File: config.mk
export PLATFORM = sky130hd
export DESIGN_NAME = hazard_manager
export DESIGN_NICKNAME = d
export VERILOG_FILES = /design/src/rtl/hazard_pkg.sv /design/src/rtl/hazard_slot.sv /design/src/rtl/hazard_manager.sv
export SDC_FILE = /design/constraint.sdc
export NUM_CORES = 1
export LEC_CHECK = 0
export CORE_MARGIN = 2
export CORE_UTILIZATION = 59
export DETAILED_ROUTE_END_ITERATION = 10
export PLACE_DENSITY = 0.9
export SYNTH_ARGS = -nofsm -noshare
export SYNTH_HDL_FRONTEND = slang
export SYNTH_SLANG_ARGS = --single-unit
File: constraint.sdc
create_clock -name Clk -period 5.1 [get_ports Clk]
set_input_delay 1.02 -clock Clk [delete_from_list [all_inputs] [get_ports Clk]]
set_output_delay 1.02 -clock Clk [all_outputs]
set_load 0.02 [all_outputs]
File: src/rtl/hazard_pkg.sv
// hazard_pkg: shared types, widths and a helper for the barrel hazard block.
//   slot_dir_t : horizontal travel direction of a barrel slot
//   slot_t     : packed per-slot state {x, y, dir, active}
//   dmg_state_t: damage/lives controller state
//   axis_near  : strict one-axis overlap test of two equal boxes
package hazard_pkg;

  localparam int COORD_W = 10;
  localparam int LIVES_W = 3;

  typedef enum logic {
    DIR_LEFT  = 1'b0,
    DIR_RIGHT = 1'b1
  } slot_dir_t;

  typedef struct packed {
    logic [COORD_W-1:0] x;
    logic [COORD_W-1:0] y;
    slot_dir_t          dir;
    logic               active;
  } slot_t;

  typedef enum logic [1:0] {
    DMG_ARMED  = 2'd0,
    DMG_IMMUNE = 2'd1,
    DMG_OVER   = 2'd2
  } dmg_state_t;

  localparam int XW = COORD_W + 1;

  // True when |a-b| < 2*half_box; the difference is taken in 11-bit signed
  // arithmetic so screen coordinates never wrap.
  function automatic logic axis_near(input logic [COORD_W-1:0] a,
                                     input logic [COORD_W-1:0] b,
                                     input int unsigned        half_box);
    logic signed [COORD_W:0] diff;
    logic        [COORD_W:0] mag;
    logic        [COORD_W:0] thr;
    diff = $signed({1'b0, a}) - $signed({1'b0, b});
    mag  = diff[COORD_W] ? -diff : diff;
    thr  = XW'(2 * half_box);
    return (mag < thr);
  endfunction

endpackage

File: src/rtl/hazard_slot.sv
// hazard_slot: one barrel slot - horizontal motion, wall bounce with floor
// drop, despawn past the bottom, and loading at the spawn point.
//   clk        in  system clock
//   reset      in  synchronous clear (Reset or game re-arm)
//   step       in  frame step enable (frame tick while the game runs)
//   spawn_load in  load this slot at the spawn point and mark it active
//   x, y       out slot centre
//   active     out slot valid
module hazard_slot
  import hazard_pkg::*;
#(
  parameter int SPAWN_X    = 100,
  parameter int SPAWN_Y    = 60,
  parameter int SPEED      = 2,
  parameter int X_MIN      = 16,
  parameter int X_MAX      = 623,
  parameter int FLOOR_STEP = 64,
  parameter int Y_MAX      = 460
) (
  input  logic               clk,
  input  logic               reset,
  input  logic               step,
  input  logic               spawn_load,
  output logic [COORD_W-1:0] x,
  output logic [COORD_W-1:0] y,
  output logic               active
);

  localparam slot_t SPAWN_SLOT = '{x: COORD_W'(SPAWN_X), y: COORD_W'(SPAWN_Y),
                                   dir: DIR_RIGHT, active: 1'b0};

  slot_t          slot_r;
  slot_t          slot_next;
  logic [XW-1:0]  x_fwd;
  logic [XW-1:0]  y_drop;
  logic [XW-1:0]  y_new;

  // Next slot state: spawn load, or one frame of motion with bounce/despawn.
  always_comb begin
    slot_next = slot_r;
    x_fwd     = {1'b0, slot_r.x} + XW'(SPEED);
    y_drop    = {1'b0, slot_r.y} + XW'(FLOOR_STEP);
    y_new     = {1'b0, slot_r.y};
    if (spawn_load) begin
      slot_next        = SPAWN_SLOT;
      slot_next.active = 1'b1;
    end else if (step && slot_r.active) begin
      if (slot_r.dir == DIR_RIGHT) begin
        if (x_fwd > XW'(X_MAX)) begin
          slot_next.x   = COORD_W'(X_MAX);
          slot_next.dir = DIR_LEFT;
          y_new         = y_drop;
        end else begin
          slot_next.x = x_fwd[COORD_W-1:0];
        end
      end else begin
        if ({1'b0, slot_r.x} < XW'(X_MIN + SPEED)) begin
          slot_next.x   = COORD_W'(X_MIN);
          slot_next.dir = DIR_RIGHT;
          y_new         = y_drop;
        end else begin
          slot_next.x = slot_r.x - COORD_W'(SPEED);
        end
      end
      // Dropping past the bottom frees the slot and parks it at spawn.
      if (y_new >= XW'(Y_MAX)) begin
        slot_next = SPAWN_SLOT;
      end else begin
        slot_next.y = y_new[COORD_W-1:0];
      end
    end else begin
      slot_next = slot_r;
    end
  end

  // Slot state register.
  always_ff @(posedge clk) begin
    if (reset) begin
      slot_r <= SPAWN_SLOT;
    end else begin
      slot_r <= slot_next;
    end
  end

  assign x      = slot_r.x;
  assign y      = slot_r.y;
  assign active = slot_r.active;

endmodule

File: src/rtl/hazard_manager.sv
// hazard_manager: N_SLOTS barrel hazards with periodic spawning, per-frame
// motion, player collision, lives with an invulnerability window and a
// game-over latch.
//   Clk, Reset         clock and synchronous active-high reset
//   frame_tick         one-cycle pulse per frame; all game state steps on it
//   restart            re-arms the game while game_over is set
//   PlayerX, PlayerY   player centre
//   SlotX, SlotY       packed slot centres, slot 0 in the LSBs
//   active             slot valid mask
//   lives              remaining lives
//   colliding          registered: any active slot overlaps the player
//   hit                one-cycle pulse when a life is lost
//   invuln             immunity window running
//   game_over          sticky until restart/Reset
//   spawn_overflow     sticky until Reset: a spawn found no free slot
module hazard_manager
  import hazard_pkg::*;
#(
  parameter int N_SLOTS       = 4,
  parameter int SPAWN_PERIOD  = 300,
  parameter int SPAWN_X       = 100,
  parameter int SPAWN_Y       = 60,
  parameter int SPEED         = 2,
  parameter int X_MIN         = 16,
  parameter int X_MAX         = 623,
  parameter int FLOOR_STEP    = 64,
  parameter int Y_MAX         = 460,
  parameter int HALF_BOX      = 8,
  parameter int START_LIVES   = 3,
  parameter int INVULN_FRAMES = 120
) (
  input  logic                       Clk,
  input  logic                       Reset,
  input  logic                       frame_tick,
  input  logic                       restart,
  input  logic [COORD_W-1:0]         PlayerX,
  input  logic [COORD_W-1:0]         PlayerY,
  output logic [N_SLOTS*COORD_W-1:0] SlotX,
  output logic [N_SLOTS*COORD_W-1:0] SlotY,
  output logic [N_SLOTS-1:0]         active,
  output logic [LIVES_W-1:0]         lives,
  output logic                       colliding,
  output logic                       hit,
  output logic                       invuln,
  output logic                       game_over,
  output logic                       spawn_overflow
);

  dmg_state_t           state;
  dmg_state_t           state_next;
  logic [LIVES_W-1:0]   lives_next;
  logic [15:0]          inv_cnt;
  logic [15:0]          inv_next;
  logic                 hit_next;
  logic [15:0]          spawn_cnt;
  logic                 rearm;
  logic                 clear;
  logic                 step;
  logic                 wrap;
  logic                 found;
  logic [N_SLOTS-1:0]   spawn_load;
  logic [N_SLOTS-1:0]   overlap;
  logic [COORD_W-1:0]   slot_x [N_SLOTS];
  logic [COORD_W-1:0]   slot_y [N_SLOTS];

  // A restart only acts in game over, where ticks are already frozen, so a
  // coincident frame_tick is discarded automatically.
  assign rearm = restart & game_over;
  assign clear = Reset | rearm;
  assign step  = frame_tick & ~game_over;
  assign wrap  = step && (spawn_cnt == 16'(SPAWN_PERIOD - 1));

  for (genvar g = 0; g < N_SLOTS; g++) begin : g_slot
    hazard_slot #(
      .SPAWN_X(SPAWN_X), .SPAWN_Y(SPAWN_Y), .SPEED(SPEED), .X_MIN(X_MIN),
      .X_MAX(X_MAX), .FLOOR_STEP(FLOOR_STEP), .Y_MAX(Y_MAX)
    ) u_slot (
      .clk        (Clk),
      .reset      (clear),
      .step       (step),
      .spawn_load (spawn_load[g]),
      .x          (slot_x[g]),
      .y          (slot_y[g]),
      .active     (active[g])
    );
  end

  // Lowest free slot (pre-tick mask) takes the spawn; overlap per slot.
  always_comb begin
    found      = 1'b0;
    spawn_load = '0;
    overlap    = '0;
    SlotX      = '0;
    SlotY      = '0;
    for (int i = 0; i < N_SLOTS; i++) begin
      spawn_load[i] = wrap & ~active[i] & ~found;
      found         = found | ~active[i];
      overlap[i]    = active[i] & axis_near(slot_x[i], PlayerX, HALF_BOX)
                                & axis_near(slot_y[i], PlayerY, HALF_BOX);
      SlotX[i*COORD_W +: COORD_W] = slot_x[i];
      SlotY[i*COORD_W +: COORD_W] = slot_y[i];
    end
  end

  // Damage controller: one life per tick at most, then an immunity window.
  always_comb begin
    state_next = state;
    lives_next = lives;
    inv_next   = inv_cnt;
    hit_next   = 1'b0;
    case (state)
      DMG_ARMED: begin
        if (step && colliding) begin
          lives_next = lives - 3'd1;
          hit_next   = 1'b1;
          inv_next   = 16'(INVULN_FRAMES);
          if (lives == 3'd1) begin
            state_next = DMG_OVER;
          end else if (INVULN_FRAMES == 32'sd0) begin
            state_next = DMG_ARMED;
          end else begin
            state_next = DMG_IMMUNE;
          end
        end else begin
          state_next = DMG_ARMED;
        end
      end
      DMG_IMMUNE: begin
        if (step) begin
          inv_next = inv_cnt - 16'd1;
          if (inv_cnt == 16'd1) begin
            state_next = DMG_ARMED;
          end else begin
            state_next = DMG_IMMUNE;
          end
        end else begin
          state_next = DMG_IMMUNE;
        end
      end
      DMG_OVER: begin
        state_next = DMG_OVER;
      end
      default: begin
        state_next = DMG_ARMED;
      end
    endcase
  end

  // Damage, spawn counter and collision registers.
  always_ff @(posedge Clk) begin
    if (clear) begin
      state     <= DMG_ARMED;
      lives     <= LIVES_W'(START_LIVES);
      inv_cnt   <= 16'd0;
      hit       <= 1'b0;
      spawn_cnt <= 16'd0;
      colliding <= 1'b0;
    end else begin
      state     <= state_next;
      lives     <= lives_next;
      inv_cnt   <= inv_next;
      hit       <= hit_next;
      colliding <= |overlap;
      if (wrap) begin
        spawn_cnt <= 16'd0;
      end else if (step) begin
        spawn_cnt <= spawn_cnt + 16'd1;
      end else begin
        spawn_cnt <= spawn_cnt;
      end
    end
  end

  // Overflow survives a restart; only Reset clears it.
  always_ff @(posedge Clk) begin
    if (Reset) begin
      spawn_overflow <= 1'b0;
    end else if (wrap && !found) begin
      spawn_overflow <= 1'b1;
    end else begin
      spawn_overflow <= spawn_overflow;
    end
  end

  assign invuln    = (inv_cnt != 16'd0);
  assign game_over = (state == DMG_OVER);

endmodule
# == Yosys cells after proc, flatten, opt, wreduce, memory -nomap -nowiden ==
# Cells that the tools add are included.
# W data, S select, Z words.
# word_totals
reg_bits,128
latch_bits,0
mem_bits_rw,0
mem_bits_ro,0
in_bits,24
output_inout_bits,92
elab_cells,223
n_memories,0
# op_classes
n_addsub,31
n_mul,0
n_div,0
order_cmp,20
eq_ne,7
shift,0
mux,81
bitwise_logic,29
n_reduce_logical,32
# ops
cell,count
$mux W11,28
$mux W10,20
$lt A11 B5 Y1 const B,8
$neg A11 Y11,8
$sub A10 B10 Y11,8
$add A10 B2 Y11 const B,4
$add A10 B7 Y11 const B,4
$ge A11 B9 Y1 const B,4
$gt A11 B10 Y1 const B,4
$lt A10 B5 Y1 const B,4
$sub A10 B2 Y10 const B,4
$mux W16,2
$pmux W16 S2,1
$mux W1,22
$reduce_bool A2 Y1,9
$and A1 B1 Y1,17
$add A16 B1 Y16 const B,1
$eq A16 B1 Y1 const B,1
$eq A16 B9 Y1 const B,1
$reduce_bool A16 Y1,1
$sub A16 B1 Y16 const B,1
$mux W2,7
$reduce_or A2 Y1,6
$reduce_and A2 Y1,5
14 further kinds,30

# == Logic depth before layout (Yosys ltp) ==
# logic_depth
depth_word,11
ltp_mapped,14
ltp_nobuf,13

# == By module ==
# From an unflattened synthesis, not the netlist that was laid out.
# unflattened
hier_cells,1729
hier_area_um2,13025.0
# modules_own_cells
mod,instances,cells_per_inst,area_each_um2,seq_area_each_um2
hazard_manager,1,790,5943.2,800.8
hazard_slot at g_slot[0].u_slot ...,3,240,1833.0,340.3
hazard_slot at g_slot[3].u_slot,1,219,1582.8,340.3

# == Worst setup path after synthesis ==
# Ideal clock, no wire load.
# synth_path
path_type,input-to-reg
from,input port PlayerX[1]
to,register colliding
setup_time_ps,79
arrival_time_ps,3629
required_ps,5021
setup_slack_ps,1392
cell_stages,11
n_path_buf,0
cell_sequence,inv_1 > fa_1 > a21oi_1 > o22ai_1 > o41ai_1 > xor2_1 > or4_1 > mux2_2 > a2111oi_0 > a22oi_1 > o211ai_1
# synth_between
elab_chain_cells,7
word_cells_on_any_way,25
classes_between,add/sub: 8; order compare: 4; mux: 4; bitwise: 8; reduce/logical: 1
# synth_rtl
item,line_no,text
start: declaration,hazard_manager.sv:36,"input logic [COORD_W-1:0] PlayerX,"
$sub A10 B10 Y11,hazard_pkg.sv:39,"diff = $signed({1'b0, a}) - $signed({1'b0, b});"
$neg A11 Y11,hazard_pkg.sv:40,mag = diff[COORD_W] ? -diff : diff;
$mux W11,hazard_pkg.sv:40,
$lt A11 B5 Y1,hazard_pkg.sv:42,return (mag < thr);
$and A1 B1 Y1,hazard_manager.sv:98,"overlap[i] = active[i] & axis_near(slot_x[i], PlayerX, HALF_BOX)"
$and A1 B1 Y1,hazard_manager.sv:99,"& axis_near(slot_y[i], PlayerY, HALF_BOX);"
$reduce_or A4 Y1 (*),hazard_manager.sv:163,colliding <= |overlap;
end signal: assignment,hazard_manager.sv:163,
end: declaration,hazard_manager.sv:42,"output logic colliding,"
# Mark *: on every way between the ends. The rest lies on a longest branch, timed or not.
# A chain may end at the register's enable or synchronous reset.

# == Worst setup path after layout ==
# layout_path
from,input port PlayerY[0]
to,register colliding
# layout_between
elab_chain_cells,6
word_cells_on_any_way,21
classes_between,add/sub: 8; order compare: 4; mux: 4; bitwise: 4; reduce/logical: 1
# layout_rtl
item,line_no,text
start: declaration,hazard_manager.sv:37,"input logic [COORD_W-1:0] PlayerY,"
$sub A10 B10 Y11,hazard_pkg.sv:39,
$neg A11 Y11,hazard_pkg.sv:40,
$mux W11,hazard_pkg.sv:40,
$lt A11 B5 Y1,hazard_pkg.sv:42,
$and A1 B1 Y1,hazard_manager.sv:99,
$reduce_or A4 Y1 (*),hazard_manager.sv:163,
# Marked as above.

==> flow_results.xml <==
<?xml version="1.0" encoding="UTF-8"?>
<metrics>
  <group name="job">
    <metric name="max_cap_viol_count" unit="">0</metric>
  </group>
  <group name="synth">
    <metric name="yosysWarningCount" unit="">0</metric>
    <metric name="syn_inst" unit="">1625</metric>
    <metric name="synth_top_flop_cell" unit="">sky130_fd_sc_hd__dfxtp_1</metric>
    <metric name="synth_edf_count" unit="">0</metric>
    <metric name="synth.ff_latch_count" unit="">108</metric>
    <metric name="fraction_of_synthesis_flops_using_an_asynchronous_set_or_reset_pin" unit="%">0</metric>
    <metric name="synth_sequential_area_ratio" unit="%">17.8</metric>
    <metric name="synth_cell_types" unit="">94</metric>
    <metric name="synthesis.area" unit="mm²">0.0122</metric>
    <metric name="postSynthAreaPerCell" unit="µm²">7.48</metric>
  </group>
  <group name="timing">
    <metric name="worst_slew_slack_as_a_fraction_of_its_limit" unit="%">44.9</metric>
    <metric name="whs" unit="ps">478</metric>
    <metric name="min_period_over_period" unit="%">83.0</metric>
    <metric name="final-setup-viol-count" unit="">0</metric>
    <metric name="finalClockSkew" unit="ps">12.0</metric>
    <metric name="finalHoldViolCount" unit="">0</metric>
    <metric name="fin_setup_tns" unit="ps">0</metric>
    <metric name="tightestPinTransition" unit="ps">825</metric>
    <metric name="max_clock_freq" unit="MHz">236</metric>
    <metric name="rsz0062_at_grt" unit="">no</metric>
    <metric name="final.setup.worst_slack" unit="ps">869</metric>
    <metric name="finalCriticalPeriod" unit="ps">4230</metric>
    <metric name="report.final.slew_viol_count" unit="">0</metric>
  </group>
  <group name="floorplanning">
    <metric name="core" unit="mm²">0.0202</metric>
    <metric name="initial_utilization" unit="%">60.1</metric>
    <metric name="design.die.area" unit="mm²">0.0218</metric>
    <metric name="io_pins" unit="">116</metric>
    <metric name="horizontal_die_dimension" unit="µm">148</metric>
    <metric name="placementRows" unit="">52</metric>
    <metric name="die_h" unit="µm">148</metric>
  </group>
  <group name="worst_setup_path">
    <metric name="critPathRequiredTime" unit="ps">5390</metric>
    <metric name="timing.critical_path.from_type" unit="">input port</metric>
    <metric name="cpMostUsedCell" unit="">sky130_fd_sc_hd__a2111oi_0</metric>
    <metric name="worst_path_max_delay_cell" unit="">sky130_fd_sc_hd__clkdlybuf4s50_1</metric>
    <metric name="cp_num_buf_inv" unit="">2</metric>
    <metric name="regToRegEndpoint" unit="">g_slot[2].u_slot.x[5]</metric>
    <metric name="timing.critical_path.fanout_max" unit="">20</metric>
    <metric name="timing.critical_path.arrival" unit="ps">4520</metric>
    <metric name="rr_startpoint" unit="">g_slot[2].u_slot.x[1]</metric>
    <metric name="critical_path.cell_chain" unit="">clkdlybuf4s50_1 -&gt; inv_1 -&gt; ha_1 -&gt; o21ai_0 -&gt; a2111oi_0 -&gt; o221ai_1 -&gt; xnor2_1 -&gt; o22ai_1 -&gt; o2111ai_1 -&gt; a2111oi_0 -&gt; a22oi_1 -&gt; o211ai_1</metric>
    <metric name="critPathMaxStageDelay" unit="ps">600</metric>
    <metric name="worst_setup_path_end_kind" unit="">flop</metric>
    <metric name="ff2ff_setup_slack" unit="ps">1350</metric>
    <metric name="timing.critical_path.max_delay_family" unit="">compound AO/OA/AOI/OAI gates</metric>
    <metric name="crit_type" unit="">input port to flop</metric>
    <metric name="worstRegToRegCells" unit="">11</metric>
  </group>
  <group name="cts">
    <metric name="clkSinkCount" unit="">108</metric>
    <metric name="number_of_buffers_inserted_for_hold_repair_after_clock_tree_synthesis" unit="">0</metric>
    <metric name="cts_max_level" unit="">3</metric>
    <metric name="clk_path_buf_depth" unit="">2</metric>
    <metric name="cts_setup_buffers" unit="">0</metric>
    <metric name="tritoncts" unit="">yes</metric>
    <metric name="cts-resized-gates" unit="">0</metric>
    <metric name="ctsRootBufferMaster" unit="">sky130_fd_sc_hd__clkbuf_16</metric>
    <metric name="cts_made_buffers" unit="">9</metric>
    <metric name="clock_pin_slew_on_the_worst_setup_and_hold_paths" unit="ps">80</metric>
    <metric name="clock_insertion_delay_worst_skew" unit="ps">370</metric>
  </group>
  <group name="pwr">
    <metric name="design_power_total" unit="µW">2020</metric>
    <metric name="vdd_ir_drop_max" unit="mV">0.175</metric>
    <metric name="power_density" unit="mW/mm²">155</metric>
    <metric name="leakage" unit="µW">0.00502</metric>
  </group>
  <group name="layout">
    <metric name="fin_nets" unit="">1728</metric>
    <metric name="number_of_non_filler_instances_in_the_completed_layout" unit="">1881</metric>
    <metric name="num_antenna_cells" unit="">0</metric>
    <metric name="area_delta_synth_final" unit="%">7.06</metric>
    <metric name="final_layout_size_suffix_gt1_share" unit="%">4.90</metric>
  </group>
  <group name="worst_hold_path">
    <metric name="hold_path.startpoint" unit="">spawn_overflow</metric>
    <metric name="min_to" unit="">spawn_overflow</metric>
    <metric name="timing.hold.worst.class" unit="">flop to flop</metric>
    <metric name="hold_path_depth" unit="">2</metric>
  </group>
  <group name="global_routing">
    <metric name="grt_max_degree" unit="">27</metric>
    <metric name="number_of_antenna_violations_at_the_first_check_in_global_routing" unit="">0</metric>
    <metric name="globalRoute.totalOverflow" unit="">0</metric>
    <metric name="grt_pass1_vias" unit="">11400</metric>
    <metric name="grt_first_pass_wirelength" unit="mm">53.7</metric>
    <metric name="track_usage" unit="%">29.3</metric>
  </group>
  <group name="place">
    <metric name="place_congestion" unit="">0.988</metric>
    <metric name="dp_hpwl" unit="mm">24.5</metric>
    <metric name="count_of_input_and_output_buffers" unit="">107</metric>
    <metric name="placed_cells_incl_taps" unit="">1865</metric>
    <metric name="placement.setup.worst_slack" unit="ps">532</metric>
  </group>
  <group name="route">
    <metric name="vias" unit="">12300</metric>
    <metric name="wirelength" unit="mm">32.7</metric>
    <metric name="route.detailed.drc" unit="">0</metric>
    <metric name="avgRoutedWirePerCell" unit="µm">17.4</metric>
    <metric name="final_antenna_net_count" unit="">0</metric>
    <metric name="routed_via_density" unit="">6.54</metric>
    <metric name="firstDrtPassIters" unit="">6</metric>
    <metric name="initialDrtViolationCount" unit="">1075</metric>
  </group>
  <group name="outcome">
    <metric name="outcome" unit="">finished clean</metric>
  </group>
</metrics>
==> worst max path at each step <==
stage	from	end	slack, ps	cells past startpoint
5_1_grt	PlayerY[0]	colliding	700	12
3_5_place_dp	PlayerX[0]	colliding	530	13
4_1_cts	PlayerX[0]	colliding	910	13
6_report	PlayerY[0]	colliding	870	12
2_1_floorplan	PlayerX[1]	colliding	1390	11
3_3_place_gp	PlayerX[0]	colliding	560	13
==> logic make-up after synthesis <==
logic type | share of synthesized area (%)
fa+ha+maj | 10.3
xor+xnor | 6.99
other cells | 0.0308
flops | 17.8
buf+inv | 10.0
mux | 1.79
simple gates | 25.6
compound gates | 27.5
==> final cells by class <==
cell class              count  area [µm²]
clock buffers               9         225
clock inverters             7        76.3
fillers                  1717        7220
inverters                  82         308
multi-input cells        1294        8810
flip-flops and latches    108        2160
well taps                 270         338
repair buffers            111        1100
==> placed cells by master (no fill, tap or decap), types with 9 or more instances in the layout <==
cell type | Yosys | layout
sky130_fd_sc_hd__a211o_1 | 12 | 12
sky130_fd_sc_hd__a211oi_1 | 15 | 15
sky130_fd_sc_hd__a21o_1 | 24 | 24
sky130_fd_sc_hd__a21oi_1 | 109 | 109
sky130_fd_sc_hd__a22o_1 | 11 | 11
sky130_fd_sc_hd__a31oi_1 | 20 | 20
sky130_fd_sc_hd__a32o_1 | 10 | 10
sky130_fd_sc_hd__and2_1 | 23 | 23
sky130_fd_sc_hd__and3_1 | 23 | 23
sky130_fd_sc_hd__clkbuf_16 | 0 | 9
sky130_fd_sc_hd__clkdlybuf4s50_1 | 0 | 107
sky130_fd_sc_hd__dfxtp_1 | 108 | 108
sky130_fd_sc_hd__ha_1 | 94 | 94
sky130_fd_sc_hd__inv_1 | 82 | 82
sky130_fd_sc_hd__mux2i_1 | 15 | 15
sky130_fd_sc_hd__nand2_1 | 128 | 128
sky130_fd_sc_hd__nand2b_1 | 19 | 19
sky130_fd_sc_hd__nand3_1 | 47 | 47
sky130_fd_sc_hd__nand3b_1 | 19 | 19
sky130_fd_sc_hd__nand4_1 | 23 | 23
sky130_fd_sc_hd__nor2_1 | 138 | 138
sky130_fd_sc_hd__nor2b_1 | 19 | 19
sky130_fd_sc_hd__nor3_1 | 52 | 52
sky130_fd_sc_hd__nor4_1 | 19 | 19
sky130_fd_sc_hd__o2111ai_1 | 17 | 17
sky130_fd_sc_hd__o211ai_1 | 15 | 15
sky130_fd_sc_hd__o21a_1 | 16 | 16
sky130_fd_sc_hd__o21ai_0 | 72 | 72
sky130_fd_sc_hd__o22ai_1 | 14 | 14
sky130_fd_sc_hd__o311ai_0 | 9 | 9
sky130_fd_sc_hd__o31ai_1 | 10 | 10
sky130_fd_sc_hd__or2_2 | 16 | 16
sky130_fd_sc_hd__or3_1 | 22 | 22
sky130_fd_sc_hd__or4_1 | 10 | 10
sky130_fd_sc_hd__xnor2_1 | 53 | 53
sky130_fd_sc_hd__xor2_1 | 44 | 44
==> report_power, final <==
| part | switching (µW) | internal, µW |
|---|---|---|
| clock | 369 | 348 |
| combinational | 257 | 183 |
| sequential | 14.0 | 848 |
==> cells in the mapped netlist, types with 12 or more instances <==
cell type | n | share of area, %
sky130_fd_sc_hd__xnor2_1 | 53 | 3.8
sky130_fd_sc_hd__nor2b_1 | 19 | 0.98
sky130_fd_sc_hd__clkbuf_1 | 43 | 1.3
sky130_fd_sc_hd__ha_1 | 94 | 9.7
sky130_fd_sc_hd__nand4_1 | 23 | 1.2
sky130_fd_sc_hd__o21a_1 | 16 | 0.99
sky130_fd_sc_hd__nor3_1 | 52 | 2.1
sky130_fd_sc_hd__nor4_1 | 19 | 0.98
sky130_fd_sc_hd__nand3_1 | 47 | 1.9
sky130_fd_sc_hd__a211o_1 | 12 | 0.86
sky130_fd_sc_hd__a31oi_1 | 20 | 1.0
sky130_fd_sc_hd__o22ai_1 | 14 | 0.72
sky130_fd_sc_hd__or2_2 | 16 | 0.82
sky130_fd_sc_hd__o21ai_0 | 72 | 3.0
sky130_fd_sc_hd__inv_1 | 82 | 2.5
sky130_fd_sc_hd__o211ai_1 | 15 | 0.93
sky130_fd_sc_hd__buf_4 | 88 | 5.4
sky130_fd_sc_hd__a21oi_1 | 109 | 4.5
sky130_fd_sc_hd__a211oi_1 | 15 | 0.93
sky130_fd_sc_hd__nand2_1 | 128 | 4.0
sky130_fd_sc_hd__and2_1 | 23 | 1.2
sky130_fd_sc_hd__a21o_1 | 24 | 1.5
sky130_fd_sc_hd__mux2i_1 | 15 | 1.2
sky130_fd_sc_hd__nand2b_1 | 19 | 0.98
sky130_fd_sc_hd__nor2_1 | 138 | 4.3
sky130_fd_sc_hd__xor2_1 | 44 | 3.2
sky130_fd_sc_hd__nand3b_1 | 19 | 1.2
sky130_fd_sc_hd__dfxtp_1 | 108 | 18
sky130_fd_sc_hd__buf_2 | 12 | 0.49
sky130_fd_sc_hd__o2111ai_1 | 17 | 1.2
sky130_fd_sc_hd__and3_1 | 23 | 1.2
sky130_fd_sc_hd__or3_1 | 22 | 1.1
==> per-stage QoR <==
step                      cell area (µm²)  util (%)
after CTS                           13000      64.3
after global placement              12700      62.8
after floorplan                     12200         -
final                               13000      64.3
after detailed placement            12700      62.8
after global routing                13000      64.3
==> sequential cells by signal, indices dropped and copies added, names as in the netlist <==
| register | count |
|---|---|
| g_slot.u_slot.x | 40 |
| g_slot.u_slot.y | 20 |
| inv_cnt | 16 |
| spawn_cnt | 16 |
| g_slot.u_slot.active | 4 |
| g_slot.u_slot.slot_r | 4 |
| lives | 3 |
| state | 2 |
| colliding | 1 |
| hit | 1 |
| spawn_overflow | 1 |
==> worst register-to-register path, cell delays in order, from the launching register on <==
cell	delay (ps)
sky130_fd_sc_hd__dfxtp_1	600
sky130_fd_sc_hd__inv_1	150
sky130_fd_sc_hd__ha_1	350
sky130_fd_sc_hd__nor2b_1	180
sky130_fd_sc_hd__o311ai_0	150
sky130_fd_sc_hd__a32oi_1	200
sky130_fd_sc_hd__mux2i_1	150
sky130_fd_sc_hd__a31oi_4	440
sky130_fd_sc_hd__a211oi_2	190
sky130_fd_sc_hd__o41ai_4	560
sky130_fd_sc_hd__o21ai_2	250
sky130_fd_sc_hd__or3_1	410
==> layer usage <==
metal / global-route usage (%) / wire (µm)
met5: 0 / 0
met4: 10.9 / 1010
met3: 4.97 / 2780
met1: 37.5 / 13700
met2: 49.4 / 15300
No activity file was read; power rests on OpenSTA's default activity.
